--- config.mk ---
export PLATFORM = sky130hd
export DESIGN_NAME = gpio_acq_sequencer
export DESIGN_NICKNAME = d
export VERILOG_FILES = /design/src/rtl/gpio_acq_sequencer.sv
export SDC_FILE = /design/constraint.sdc
export NUM_CORES = 1
export LEC_CHECK = 0
export ABC_AREA = 1
export BUFFER_PORTS_ARGS = -buffer_cell sky130_fd_sc_hd__buf_4
export CAP_MARGIN = 30
export CELL_PAD_IN_SITES_DETAIL_PLACEMENT = 0
export CELL_PAD_IN_SITES_GLOBAL_PLACEMENT = 1
export CORE_MARGIN = 2
export CORE_UTILIZATION = 40
export DETAILED_ROUTE_END_ITERATION = 6
export MAX_ROUTING_LAYER = met4
export PLACE_DENSITY = 0.86
export RECOVER_POWER = 100
export SLEW_MARGIN = 20
export SYNTH_ARGS = -nofsm -noshare
export SYNTH_HDL_FRONTEND = slang
export SYNTH_SLANG_ARGS = --single-unit
--- constraint.sdc ---
create_clock -name clk -period 2.8 [get_ports clk]
set_input_delay 0.56 -clock clk [delete_from_list [all_inputs] [get_ports clk]]
set_output_delay 0.56 -clock clk [all_outputs]
set_load 0.01 [all_outputs]
--- src/rtl/gpio_acq_sequencer.sv ---
// Host-side sequencer for the GPIO command/data port: trigger set, start, inquiry
// polling, N single-word reads and stop, with read words returned on a valid/ready stream.
module gpio_acq_sequencer #(
  parameter int HOLD    = 2,
  parameter int GAP     = 2,
  parameter int TIMEOUT = 4096
) (
  input  logic        clk,
  input  logic        _RESET_in,
  input  logic        GO_in,
  input  logic        ABORT_in,
  input  logic [15:0] FRAME_in,
  input  logic [13:0] TRGLEVEL_in,
  output logic [31:0] SELECT_out,
  input  logic [31:0] GPIO_in,
  output logic [31:0] DATA_out,
  output logic        DATAvalid_out,
  input  logic        DATAready_in,
  output logic        BUSY_out,
  output logic        DONE_out,
  output logic        TIMEOUT_out,
  output logic [2:0]  STATE_out
);

  typedef enum logic [2:0] {
    S_IDLE    = 3'd0,
    S_TRGSET  = 3'd1,
    S_START   = 3'd2,
    S_INQUIRY = 3'd3,
    S_READ    = 3'd4,
    S_OUT     = 3'd5,
    S_STOP    = 3'd6
  } state_t;

  localparam int SLOT_LEN = HOLD + GAP;
  localparam int SLOT_W   = $clog2(SLOT_LEN);
  localparam logic [SLOT_W-1:0] HOLD_LAST = SLOT_W'(HOLD - 1);
  localparam logic [SLOT_W-1:0] SLOT_LAST = SLOT_W'(SLOT_LEN - 1);
  localparam logic [15:0]       TIMEOUT_W = 16'(TIMEOUT);

  state_t              state_r, state_nxt_s;
  logic [SLOT_W-1:0]   slot_r, slot_nxt_s;
  logic [15:0]         frame_r, poll_r, word_r;
  logic [13:0]         trg_r, trg_src_s;
  logic [31:0]         select_r, select_nxt_s, data_r;
  logic                count_ok_r, valid_r, busy_r, done_r, timeout_r;
  logic                go_acc_s, abort_s, slot_end_s, hold_last_s, poll_last_s, word_last_s;

  function automatic logic [31:0] cmd_word(input state_t st, input logic [13:0] trg);
    case (st)
      S_TRGSET:  return {2'b00, trg, 16'h0020};
      S_START:   return 32'h0000_0001;
      S_INQUIRY: return 32'h0000_0002;
      S_READ:    return 32'h0000_0004;
      S_STOP:    return 32'h0000_0008;
      default:   return 32'h0000_0000;
    endcase
  endfunction

  assign go_acc_s    = (state_r == S_IDLE) && GO_in;
  assign abort_s     = ABORT_in && (state_r != S_IDLE) && (state_r != S_STOP);
  assign slot_end_s  = (slot_r == SLOT_LAST);
  assign hold_last_s = (slot_r == HOLD_LAST);
  assign poll_last_s = ((poll_r + 16'd1) == TIMEOUT_W);
  assign word_last_s = ((word_r + 16'd1) == frame_r);
  // TRGSET is entered straight from IDLE, before the level register has been loaded
  assign trg_src_s   = (state_r == S_IDLE) ? TRGLEVEL_in : trg_r;

  // Next-state, slot position and the SELECT word for the coming cycle
  always_comb begin
    state_nxt_s = state_r;
    slot_nxt_s  = slot_end_s ? '0 : slot_r + SLOT_W'(1);
    case (state_r)
      S_IDLE: begin
        slot_nxt_s = '0;
        if (GO_in) state_nxt_s = S_TRGSET;
        else       state_nxt_s = S_IDLE;
      end
      S_TRGSET: begin
        if (slot_end_s) state_nxt_s = S_START;
        else            state_nxt_s = S_TRGSET;
      end
      S_START: begin
        if (slot_end_s) state_nxt_s = (frame_r == 16'd0) ? S_STOP : S_INQUIRY;
        else            state_nxt_s = S_START;
      end
      S_INQUIRY: begin
        if (!slot_end_s)     state_nxt_s = S_INQUIRY;
        else if (count_ok_r) state_nxt_s = S_READ;
        else if (poll_last_s) state_nxt_s = S_STOP;
        else                 state_nxt_s = S_INQUIRY;
      end
      S_READ: begin
        if (slot_end_s) state_nxt_s = S_OUT;
        else            state_nxt_s = S_READ;
      end
      S_OUT: begin
        slot_nxt_s = '0;
        if (DATAready_in) state_nxt_s = word_last_s ? S_STOP : S_READ;
        else              state_nxt_s = S_OUT;
      end
      S_STOP: begin
        if (slot_end_s) state_nxt_s = S_IDLE;
        else            state_nxt_s = S_STOP;
      end
      default: begin
        state_nxt_s = S_IDLE;
        slot_nxt_s  = '0;
      end
    endcase
    if (abort_s) begin
      state_nxt_s = S_STOP;
      slot_nxt_s  = '0;
    end else begin
      state_nxt_s = state_nxt_s;
    end
    select_nxt_s = (slot_nxt_s <= HOLD_LAST) ? cmd_word(state_nxt_s, trg_src_s) : 32'h0000_0000;
  end

  // State, frame bookkeeping and all registered outputs
  always_ff @(posedge clk or negedge _RESET_in) begin
    if (!_RESET_in) begin
      state_r    <= S_IDLE;
      slot_r     <= '0;
      frame_r    <= 16'd0;
      trg_r      <= 14'd0;
      poll_r     <= 16'd0;
      word_r     <= 16'd0;
      count_ok_r <= 1'b0;
      select_r   <= 32'h0000_0000;
      data_r     <= 32'h0000_0000;
      valid_r    <= 1'b0;
      busy_r     <= 1'b0;
      done_r     <= 1'b0;
      timeout_r  <= 1'b0;
    end else begin
      state_r  <= state_nxt_s;
      slot_r   <= slot_nxt_s;
      select_r <= select_nxt_s;
      busy_r   <= (state_nxt_s != S_IDLE);
      done_r   <= (state_r == S_STOP) && (state_nxt_s == S_IDLE);
      if (go_acc_s) begin
        frame_r   <= FRAME_in;
        trg_r     <= TRGLEVEL_in;
        timeout_r <= 1'b0;
        poll_r    <= 16'd0;
        word_r    <= 16'd0;
      end
      if ((state_r == S_INQUIRY) && hold_last_s) begin
        count_ok_r <= (GPIO_in[15:0] >= frame_r);
      end
      if ((state_r == S_INQUIRY) && slot_end_s && !abort_s && !count_ok_r) begin
        poll_r <= poll_r + 16'd1;
        if (poll_last_s) timeout_r <= 1'b1;
      end
      if ((state_r == S_READ) && slot_end_s && !abort_s) begin
        data_r  <= GPIO_in;
        valid_r <= 1'b1;
      end else if (state_r == S_OUT) begin
        // an abort drops the pending word even if the consumer accepts it this cycle
        if (abort_s) begin
          valid_r <= 1'b0;
        end else if (DATAready_in) begin
          valid_r <= 1'b0;
          word_r  <= word_r + 16'd1;
        end
      end
    end
  end

  assign SELECT_out    = select_r;
  assign DATA_out      = data_r;
  assign DATAvalid_out = valid_r;
  assign BUSY_out      = busy_r;
  assign DONE_out      = done_r;
  assign TIMEOUT_out   = timeout_r;
  assign STATE_out     = state_r;

endmodule

; ---- Word-level counts from Yosys, hierarchy flattened
; Cells that the tools add are included.
[totals]
in_bits = 67
regBits = 136
[op_classes]
n_reduce_logical = 22
order_cmp = 2
n_mux = 33
n_eq_ne = 16
add_sub_neg = 3
[ops]
columns = op, count
row1 = one-hot mux 30 bit (5 select lines), 1
row2 = two-way mux 16 bit, 7
row3 = adder 16 x 1 -> 16 bit (second input constant), 2
row4 = two-way mux 32 bit, 1
row5 = two-way mux 3 bit, 7
row6 = one-hot mux 3 bit (7 select lines), 1
row7 = == test 16 x 13 -> 1 bit (second input constant), 1
row8 = == test 16 bit, 1
row9 = greater-or-equal comparator 16 bit, 1
row10 = zero test 16 bit, 1
row11 = == test 3 bit (second input constant), 5
row12 = two-way mux 14 bit, 1
row13 = == test 3 x 2 -> 1 bit (second input constant), 4
row14 = two-way mux 2 bit, 6
row15 = logical AND 1 bit, 10
row16 = two-way mux 1 bit, 9
row17 = nonzero test 3 bit, 3
row18 = == test 3 x 1 -> 1 bit (second input constant), 2
row19 = zero test 3 bit, 2
row20 = OR reduction 5 bit, 1
row21 = nonzero test 2 bit, 2
row22 = inequality test 3 bit (second input constant), 1
row23 = adder 2 x 1 -> 2 bit (second input constant), 1
row24 = == test 2 x 1 -> 1 bit (second input constant), 1
row25 = 4 further kinds, 5

; ---- Longest topological paths before layout
; Gate-level depths: netlist of the first run.
[depth]
ltp_word = 10
depth_mapped = 17

; ---- Worst setup path before layout of the first run
; OpenSTA, ideal clock, no wires.
[synth_path]
path_kind = flip-flop to flip-flop
from = register poll_r[1]
to = register select_r[20], in the netlist SELECT_out[20]
t_required_ps = 2672
synth_period_minus_slack_ps = 2026
stages_incl_launch_ff = 18
t_arrival_ps = 1898
path_slack_ps = 774
path_buffers = 1
cell_sequence = dfrtp_1 > ha_1 > nand3_4 > nor2_4 > nand2_2 > nand2_1 > nand2_1 > nor2_1 > nand2_1 > nor2_2 > nand2_2 > nand2_2 > nand2_2 > nand3_4 > nor2_4 > nand2_4 > buf_12 > nor2_4
[synth_between]
elab_chain_len = 10
elab_cells_between_ends = 14
classes_between = add/sub (1) / eq/ne (6) / mux (7)
[synth_lines]
columns = element, line_no
row1 = from (decl), 43  ; logic [15:0] frame_r, poll_r, word_r;
row2 = from (signal assigned), 153  ; poll_r <= poll_r + 16'd1;
row3 = adder 16 x 1 -> 16 bit *, 64  ; assign poll_last_s = ((poll_r + 16'd1) == TIMEOUT_W);
row4 = == test 16 x 13 -> 1 bit *, 64
row5 = two-way mux 3 bit *, 90  ; else if (poll_last_s) state_nxt_s = S_STOP;
row6 = two-way mux 3 bit *, 89  ; else if (count_ok_r) state_nxt_s = S_READ;
row7 = two-way mux 3 bit *, 88  ; if (!slot_end_s) state_nxt_s = S_INQUIRY;
row8 = one-hot mux 3 bit (7 select lines) *, 73  ; case (state_r)
row9 = two-way mux 3 bit *, 111  ; if (abort_s) begin
row10 = named net state_nxt_s[2], 41  ; state_t state_r, state_nxt_s;
row11 = == test 3 bit (tied with other cells), 50  ; case (st)
row12 = one-hot mux 30 bit (5 select lines) *, 50
row13 = two-way mux 32 bit *, 117  ; select_nxt_s = (slot_nxt_s <= HOLD_LAST) ? cmd_word(state_nxt_s, trg_src_s) : 32'h0000_0000;
row14 = named net select_nxt_s[20], 45  ; logic [31:0] select_r, select_nxt_s, data_r;
row15 = to (signal assigned), 139  ; select_r <= select_nxt_s;
row16 = to (decl), 45
; Mark *: on every way through the listed nets, which the timed path passes. The rest lies on a longest branch.
; A chain may end at the register's enable or synchronous reset.

; ---- Worst setup path in the final report of the first run
[layout_path]
from = register state_r[1], in the netlist STATE_out[1]
to = register timeout_r, in the netlist TIMEOUT_out
[layout_between]
elab_chain_len = 7
elab_cells_between_ends = 14
classes_between = eq/ne (2) / mux (3) / reduce/logical (9)
[layout_lines]
columns = element, line_no
row1 = from (decl), 41
row2 = from (signal assigned), 137  ; state_r <= state_nxt_s;
row3 = nonzero test 3 bit, 61  ; assign abort_s = ABORT_in && (state_r != S_IDLE) && (state_r != S_STOP);
row4 = logical AND 1 bit (2 in a row), 61
row5 = zero test 1 bit, 152  ; if ((state_r == S_INQUIRY) && slot_end_s && !abort_s && !count_ok_r) begin
row6 = logical AND 1 bit (2 in a row), 152
row7 = two-way mux 1 bit *, 152
row8 = to (signal assigned), 135  ; timeout_r <= 1'b0;
row9 = to (signal assigned), 145  ; timeout_r <= 1'b0;
row10 = to (signal assigned), 154  ; if (poll_last_s) timeout_r <= 1'b1;
row11 = to (decl), 46  ; logic count_ok_r, valid_r, busy_r, done_r, timeout_r;
; Every way passes the cells marked *; elsewhere a longest branch is shown, timed or not.

==> results of run 1 <==
-- state kept, by name, summed over array words and instances, names as in the netlist --
name and count:
STATE_out 3, DATA_out 32, BUSY_out 1, frame_r 16, poll_r 16, TIMEOUT_out 1, count_ok_r 1, trg_r 14
slot_r 2, DATAvalid_out 1, SELECT_out 19, word_r 16, DONE_out 1
-- power by group --
group | internal, W | switching (W) | leakage, nW
Clock | 0.00135 | 0.000903 | 0.294
Sequential | 0.00238 | 0.000437 | 1.59
Combinational | 0.000891 | 0.00160 | 2.17
-- per-layer routing --
metal	up-vias	GRT usage, %	share of wire [%]
met4	0	5.68	1.2
met5	-	-	0
met2	141	31.0	47
met1	2541	27.3	47
li1	2917	-	-
met3	18	4.11	4.6
-- Yosys cell counts, types with 4 or more instances --
library cell	count	area (um2)
dfrtp_1	123	3080
nand4_1	17	106
nand2_1	275	1030
inv_2	5	18.8
nor2_1	67	251
nor2_2	8	50.1
ha_1	20	250
a21oi_1	33	165
nand2_2	7	43.8
inv_1	86	323
nor4_1	4	25.0
buf_4	13	97.6
o21ai_0	54	270
nand3_1	47	235
nor2_4	14	158
o22ai_1	11	68.8
clkbuf_1	21	78.8
nor3_1	7	35.0
xor2_1	4	35.0
-- area by class of cell --
| cell class | count | area share, % |
|---|---|---|
| flip-flops and latches | 123 | 38.6 |
| well taps | 216 | 3.39 |
| clock inverters | 15 | 2.23 |
| inverters | 92 | 4.33 |
| multi-input cells | 599 | 36.5 |
| repair buffers | 135 | 9.67 |
| clock buffers | 17 | 5.33 |
-- logic make-up after synthesis --
| group | after synthesis |
|---|---|
| compound gates | 106 |
| xor+xnor | 7 |
| fa+ha+maj | 20 |
| buf+inv | 127 |
| flops | 123 |
| mux | 1 |
| other cells | 1 |
| simple gates | 452 |
-- worst paths after layout --
path	from	to	slack (ns)
worst min-delay path	_RESET_in	frame_r[13]	0.33
worst max register to register	STATE_out[1]	TIMEOUT_out	0.40
worst min register to register	slot_r[0]	slot_r[0]	0.47
worst max-delay path	STATE_out[1]	TIMEOUT_out	0.40
min in group clk	GPIO_in[20]	DATA_out[20]	0.34
max in group asynchronous	_RESET_in	SELECT_out[20]	0.86
-- critical path: stages (launching register included) --
cell      delay, ns
dfrtp_1        0.42
inv_1          0.12
nor2_1         0.07
inv_1          0.07
nor2_1         0.05
nor3_1         0.36
inv_1          0.25
nand2_1        0.21
clkbuf_1       0.47
o21ai_0        0.22
-- through the flow --
stage | hold slack (ns) | total power, W
4_1_cts | 0.153 | 0.00785
3_3_place_gp | 0.460 | 0.00552
5_1_grt | 0.327 | 0.00815
2_1_floorplan | 0.264 | 0.00459
6_report | 0.326 | 0.00755
3_5_place_dp | 0.467 | 0.00556
==> reports/qor.csv, run 1 <==
metric;value;unit
detail-route-antenna-nets;0;
syn-cell-area;6530;um2
crit_fanout;12;
start_kind;flop;
fp.dieW;132;um
first_global_vias;5419;
coreArea;15900;um2
synth-edff-count;0;
drive_above_1_share;14.4;%
dp.cells;1165;
firstDrtPassIters;5;
design_area;7980;um2
wl;16400;um
rows;46;
setup_viol;0;
fin_crit_sh;85.7;%
cp.arrival;2.66;ns
synth_cells;837;
synthMuxAreaShare;0.172;%
drv_slew;0;
status;finished, final reports clean;
n_antenna_cell;0;
grt_max_degree;45;
seq_area_frac_synth;47.1;%
power_density;946;nW/um2
synth_top_family_by_area;simple AND/OR/NAND/NOR gates;
fillers;1578;
finalHoldViolCount;0;
place_area;7690;um2
insertion_delay;0.42;ns
fin_crit;2.40;ns
routedWlPerCell;13.7;um
drt_iter0_drc;391;
clk_path_buf_depth;2;
antenna_found_initial;0;
via_per_inst;4.69;
netlist-cell-type-count;35;
final_common_cell;nand2_1;
grt_pass1_wl;27400;um
vdd.ir_drop.worst;496;uV
synthSimpleGateAreaFrac;30.8;%
cts.sinks;123;
ys_ff_latch;123;
path_class;reg2reg;
synth_compound_area_share;8.60;%
boundaryPins;138;
rsz0062_at_grt;false;
cts.clk_slew.worst_paths;0.06;ns
htree_levels;4;
vias;5617;
ys.flop_type;dfrtp_1;
cts_setup_buffers;0;
die_y;132;um
fin_skew;0.00764;ns
syn_to_final_growth;22.2;%
multiInputGateArea;2920;um2
ys_warn_count;0;
gp_congestion;0.874;
layout.cells.non_filler;1197;
leakagePower;4.06;nW
tightestPinTransition;1.06;ns
regArea;3080;um2
cts_resized;0;
fmax;417;MHz
hold_buffers;0;
fin_ws;0.400;ns
preCtsSetupSlack;0.395;ns
endpoint_kind;flop;
ctsRootBufferMaster;clkbuf_16;
maxCapViolCount;0;
worstPathRequired;3.06;ns
synth_xor_area_share;1.15;%
numPortBuffers;124;
slew_headroom;29.0;%
post-dp-hpwl;12200;um
cts_tree;done;
hp-class;in2async;
grt_usage;20.2;%
final_util;50.1;%
async_flop_share;100;%
reg2reg_depth;9;
route.detailed.drc;0;
final_cell_mix;274 x nand2_1, 123 x dfrtp_1, 87 x inv_1;
dieArea;17400;um2
nets;1055;
syn_area_per_cell;7.80;um2
start_util;41.0;%
cts_buffers;17;
setup_tns;0;ns
grt-ovfl-total;0;
synth-adder-area-share;3.83;%
Note: power is estimated with default switching activity, not from simulation.
==> run 2: changes to the inputs <==
Settings changed: CORE_UTILIZATION 40 to 35, PLACE_DENSITY 0.86 to 0.78.
==> run 2 against run 1 <==
The flow now finishes with violations (max-capacitance violations, max-slew violations). Clock power is essentially flat. Die area grew 14%. Final area is 0.64% higher. Sequential cell count did not move. Total power rose by 0.46%. Largest cell class unchanged. Highest routed layer unchanged.
==> reports/qor.csv, run 2 (synthesis results as in run 1) <==
metric;value;unit;change
final_common_cell;nand2_1;;
gp_congestion;0.882;;+0.90%
rsz0062_at_grt;false;;
worstPathRequired;3.14;ns;+0.08 ns
slew_headroom;-49.5;%;-78 points
cp.arrival;2.70;ns;+0.04 ns
crit_start;STATE_out[0];;
clk_path_buf_depth;2;;unchanged
p_seq_share;37.3;%;about the same
dieArea;19800;um2;+14%
cts_resized;0;;unchanged
tightestPinTransition;2.24;ns;+1.18 ns
cts_setup_buffers;0;;unchanged
insertion_delay;0.41;ns;about the same
internal_power;0.00462;W;+0.27%
p_clk_share;29.4;%;-0.4 points
numPortBuffers;124;;unchanged
power_density;944;nW/um2;-0.18%
route.detailed.drc;0;;unchanged
grt_max_degree;69;;+53%
nets;1058;;+0.28%
start_kind;flop;;
p_sw_share;39.0;%;+0.12 points
drt_iter0_drc;300;;-23%
violations;max-capacitance violations, max-slew violations;;
fp.dieW;141;um;+6.7%
status;finished with violations;;
cts_buffers;17;;unchanged
grt-ovfl-total;0;;unchanged
min_from;GPIO_in[18];;
cp_num_buf_inv;3;;-1
cts.sinks;123;;unchanged
via_per_inst;4.75;;+1.2%
switching_power;0.00296;W;+0.78%
crit_fanout;29;;+17
setup_tns;0;ns;unchanged
layout.cells.non_filler;1213;;+1.3%
drv_slew;36;;+36
n_antenna_cell;0;;unchanged
antenna_found_initial;0;;unchanged
vias;5759;;+2.5%
grt_usage;18.3;%;-1.9 points
path_class;reg2reg;;
place_area;7720;um2;+0.34%
finalHoldViolCount;0;;unchanged
worstReg2RegStart;STATE_out[0];;
worstPathCellList;nor2_1 -> nand2_1 -> inv_1 -> buf_4 -> nand2_1 -> nand3_1 -> inv_1 -> nand2_1 -> nand2_2 -> nor2_1 -> nand2_4 -> nor2_1;;
detail-route-antenna-nets;0;;unchanged
leakagePower;4.07;nW;+0.29%
cts_tree;done;;
boundaryPins;138;;unchanged
fmax;422;MHz;+1.4%
rows;49;;+6.5%
coreArea;18100;um2;+14%
crit_family;simple AND/OR/NAND/NOR gates;;
maxCapViolCount;1;;+1
grt_pass1_wl;28100;um;+2.6%
syn_to_final_growth;23.0;%;
largest_reg_flops;32;;unchanged
hp-class;in2reg;;
dp.cells;1181;;+1.4%
combPwrFrac;33.2;%;+0.2 points
crit_path_max_incr_delay;0.42;ns;-0.05 ns
routedWlPerCell;14.1;um;+3.3%
fin_crit;2.37;ns;-0.0322 ns
vdd.ir_drop.worst;451;uV;-9.1%
preCtsSetupSlack;0.400;ns;+0.00510 ns
setup_viol;0;;unchanged
cp_slowest_cell;dfrtp_1;;
fin_skew;0.00866;ns;+0.00102 ns
die_y;141;um;+6.7%
fin_ws;0.432;ns;+0.0322 ns
post-dp-hpwl;12900;um;+5.6%
final_util;44.3;%;-5.8 points
design_area;8040;um2;+0.64%
drive_above_1_share;14.3;%;-0.044 points
wl;17100;um;+4.7%
start_util;36.0;%;-5.0 points
hold_buffers;0;;unchanged
final_cell_mix;275 x nand2_1, 123 x dfrtp_1, 87 x inv_1;;
fin_crit_sh;84.6;%;-1.2 points
ctsRootBufferMaster;clkbuf_16;;
firstDrtPassIters;4;;-1
cts.clk_slew.worst_paths;0.06;ns;about the same
endpoint_kind;flop;;
htree_levels;4;;unchanged
first_global_vias;5606;;+3.5%
[run 2: final timing paths]
check / to / slack (ns) / cells past startpoint
worst max-delay path: SELECT_out[19] / 0.43 / 12
worst min-delay path: DATA_out[18] / 0.34 / 3
worst max register to register: SELECT_out[19] / 0.43 / 12
worst min register to register: DATA_out[18] / 0.48 / 2
max in group asynchronous: poll_r[15] / 0.70 / 1
min in group asynchronous: frame_r[15] / 0.81 / 1
[run 2: worst reg2reg max path: stages, from the launching register on]
cell     delay (ns)
dfrtp_1        0.42
nor2_1         0.14
nand2_1        0.06
inv_1          0.07
buf_4          0.27
nand2_1        0.38
nand3_1        0.20
inv_1          0.06
nand2_1        0.07
nand2_2        0.08
nor2_1         0.20
nand2_4        0.20
nor2_1         0.15
[run 2: metrics by stage]
step	hold WS [ns]	power, W
after floorplan	0.264	0.00459
after global placement	0.457	0.00560
after detailed placement	0.469	0.00563
after CTS	0.137	0.00790
after global routing	0.339	0.00819
final	0.341	0.00759
[run 2: power by group through the flow]
stage / clock network [W] / logic (W) / registers (W)
global route: 0.00237 / 0.00291 / 0.00291
finish: 0.00223 / 0.00252 / 0.00283
CTS: 0.00228 / 0.00279 / 0.00283
global placement: 0 / 0.00275 / 0.00285
floorplan: 0 / 0.00174 / 0.00285
detailed placement: 0 / 0.00278 / 0.00285
[run 2: area by class of cell]
type,instances,area [um2]
tap,229,287
clock inverter,15,176
inverter,92,345
fill,1894,10100
multi-input combinational,599,2920
timing repair buffer,138,808
clock buffer,17,425
sequential,123,3080
[run 2: routing by layer]
metal | track usage, % | wire, um | vias to the layer above
met5 | - | 0 | -
met4 | 6.68 | 304 | 0
met3 | 3.70 | 575 | 16
met2 | 27.7 | 8010 | 114
met1 | 24.4 | 8250 | 2698
li1 | - | - | 2931
==> run 3: changes to the inputs <==
Settings changed: ABC_AREA 1 to 0, PLACE_DENSITY 0.78 to 0.76.
Clock period 2.8 ns to 2.05 ns, I/O delays scaled along.
==> run 3 against run 2 <==
The flow finishes with violations (negative setup slack). Clock-buffer cell count rose by 1. Hold slack worse by 0.12 ns. Register-to-register slack worse by 0.78 ns. Area after synthesis rose by 3.5%. Total power increased by 45%. Cell count shrank 7.3%. Global-route usage is 1.3 points higher. Combinational power up 72%. Sequential share of layout area down 5.6 points.
==> reports/qor.csv, run 3 <==
metric;value;unit;change
status;finished with violations;;
violations;negative setup slack;;
synth_cells;621;;-26%
firstDrtPassIters;4;;unchanged
numPortBuffers;124;;unchanged
vias;5635;;-2.2%
routedWlPerCell;16.5;um;+17%
ctsRootBufferMaster;clkbuf_16;;
reg2reg_slack;-0.35;ns;-0.78 ns
post-dp-hpwl;13600;um;+5.1%
htree_levels;4;;unchanged
drt_iter0_drc;268;;-11%
min_from;GPIO_in[16];;
syn-cell-area;6760;um2;+3.5%
worstPathRequired;2.38;ns;-0.76 ns
p_clk_share;27.4;%;-2.0 points
synth.top_cells.by_area;dfrtp_1 46%, mux2_2 11%, ha_1 3.7%;;
syn_to_final_growth;39.8;%;
nets;938;;-11%
maxCapViolCount;0;;-1
drive_above_1_share;43.9;%;+30 points
netlist-cell-type-count;76;;+120%
grt_max_degree;58;;-16%
leakagePower;4.29;nW;+5.3%
fmax;416;MHz;-1.4%
layout.cells.non_filler;1124;;-7.3%
fin_ws;-0.352;ns;-0.785 ns
cp.arrival;2.73;ns;+0.03 ns
setup_tns;-8.67;ns;-8.67 ns
slew_headroom;33.6;%;+83 points
timing.rr.end;SELECT_out[3];;
grt-ovfl-total;0;;unchanged
power_density;1160;nW/um2;+23%
detail-route-antenna-nets;0;;unchanged
synthMostInstantiatedCell;dfrtp_1;;
start_kind;flop;;
async_flop_share;100;%;unchanged
fillers;1733;;-8.5%
ys.flop_type;dfrtp_1;;
path_class;reg2reg;;
coreArea;18800;um2;+3.8%
hold_path_end;DATA_out[16];;
ys_ff_latch;123;;unchanged
yosys-top-cells-count;123 x dfrtp_1, 64 x mux2_2, 50 x o21ai_0;;
largest_reg_flops;32;;unchanged
start_util;35.9;%;-0.097 points
syn_area_per_cell;10.9;um2;+39%
dp.cells;1084;;-8.2%
antenna_found_initial;0;;unchanged
first_global_vias;6151;;+9.7%
fin_crit;2.40;ns;+0.0347 ns
seq_area_frac_synth;45.5;%;-1.6 points
min_path_cells;2;;-1
boundaryPins;138;;unchanged
combPwrFrac;39.5;%;+6.3 points
finalHoldViolCount;0;;unchanged
drv_slew;0;;-100%
hp-class;in2reg;;
setup_viol;66;;+66
route.detailed.drc;0;;unchanged
fin_crit_sh;117;%;+33 points
synth.largest_area_cell;dfrtp_1;;
n_antenna_cell;0;;unchanged
cts_tree;done;;
cts.sinks;123;;unchanged
fin_skew;0.0201;ns;+0.0114 ns
grt_usage;19.6;%;+1.3 points
tightestPinTransition;0.996;ns;-1.25 ns
reg2reg_depth;8;;-4
vdd.ir_drop.worst;603;uV;+34%
final_common_cell;buf_4;;
fp.dieW;143;um;+1.7%
crit_fanout;5;;-83%
cts_buffers;17;;unchanged
gp_congestion;0.874;;-0.92%
dieArea;20400;um2;+3.4%
clk_path_buf_depth;2;;unchanged
rows;50;;+2.0%
p_seq_share;33.1;%;-4.2 points
worstReg2RegStart;word_r[0];;
internal_power;0.00710;W;+54%
cts.clk_slew.worst_paths;0.07;ns;about the same
insertion_delay;0.42;ns;about the same
final_cell_mix;175 x buf_4, 112 x dfrtp_1, 63 x mux2_2;;
die_y;143;um;+1.7%
p_sw_share;35.5;%;-3.6 points
endpoint_kind;flop;;
synth_top_area_share;45.5;%;-1.6 points
ys_warn_count;0;;unchanged
wl;18600;um;+8.5%
switching_power;0.00390;W;+32%
grt_pass1_wl;30900;um;+10%
synth-edff-count;0;;unchanged
via_per_inst;5.01;;+5.6%
rsz0062_at_grt;true;;
run 3: changes by cell type after synthesis, sizes merged, moves of 17 or more:
cell / previous run / this run
nand2: 283 / 34
inv: 91 / 25
mux2: 1 / 64
nor2: 89 / 35
nand3: 51 / 27
nor3: 7 / 26
mux2i: 0 / 18
a21oi: 33 / 16
run 3: how the worst max path moves through the flow:
stage                     end  depth (start not counted)      start
5_1_grt         SELECT_out[0]                          9  word_r[0]
3_5_place_dp    SELECT_out[3]                          8  word_r[1]
6_report        SELECT_out[3]                          8  word_r[0]
3_3_place_gp    SELECT_out[0]                          8  word_r[0]
2_1_floorplan  SELECT_out[20]                          9  word_r[1]
4_1_cts         SELECT_out[0]                          8  word_r[1]
run 3: logic make-up after synthesis:
family                     after synthesis  synth area share [%]
DFF                                    123                  45.5
muxes                                   82                  13.3
adders and majority gates               20                  3.70
xor gates and xnor gates                29                  4.22
AOI/OAI and AO/OA                      119                  12.4
and+or+nand+nor                        175                  14.8
other                                    1                0.0555
buffers and inverters                   72                  5.94
run 3: metrics by stage:
step                      total power (W)  area, um2  util [%]  hold WS (ns)  setup WS [ns]
after floorplan                   0.00594       6860         -         0.114         -0.389
after global placement            0.00770       8700      46.2         0.425         -0.379
after detailed placement          0.00785       8710      46.2         0.430         -0.435
after CTS                          0.0110       9430      50.1         0.206         -0.338
after global routing               0.0117       9450      50.2         0.203         -0.469
final                              0.0110       9450      50.2         0.216         -0.352
run 3: area by class of cell:
| cell class | count | area, um2 | area share (%) |
|---|---|---|---|
| timing repair buffer | 246 | 1670 | 17.7 |
| inverter | 25 | 96.3 | 1.02 |
| multi-input combinational | 438 | 3680 | 38.9 |
| sequential | 123 | 3090 | 32.7 |
| tap | 260 | 325 | 3.44 |
| clock buffer | 18 | 429 | 4.54 |
| clock inverter | 14 | 159 | 1.68 |
run 3: per-layer routing:
layer	vias to the layer above	GRT usage, %	share of wire, %
met1	2767	25.1	44
li1	2695	-	-
met3	14	3.22	3.7
met2	159	32.5	51
met5	-	-	0
met4	0	5.26	1.1
run 3: power groups by stage:
| stage | clock, W | sequential [W] | combinational, W |
|---|---|---|---|
| 5_1_grt | 0.00319 | 0.00374 | 0.00476 |
| 3_3_place_gp | 0 | 0.00359 | 0.00411 |
| 4_1_cts | 0.00307 | 0.00362 | 0.00435 |
| 6_report | 0.00301 | 0.00364 | 0.00434 |
| 3_5_place_dp | 0 | 0.00363 | 0.00422 |
| 2_1_floorplan | 0 | 0.00368 | 0.00226 |
run 3: critical path: stages (launching register included):
cell	delay, ns
dfrtp_2	0.42
ha_4	0.25
xor2_1	0.15
or4_4	0.50
a211oi_4	0.23
o2111ai_2	0.19
buf_4	0.19
o211ai_4	0.19
nor3b_2	0.20
run 3: what timing repair did:
| item | CTS | global route |
|---|---|---|
| setup endpoints to repair | 34 | 46 |
| endpoints found under the hold margin | 31 | 0 |
| pin swaps | 6 | 28 |
| setup buffers | 2 | 7 |
| cloned | 0 | 0 |
| hold buffers | 1 | 0 |
| gates resized for setup | 28 | 52 |
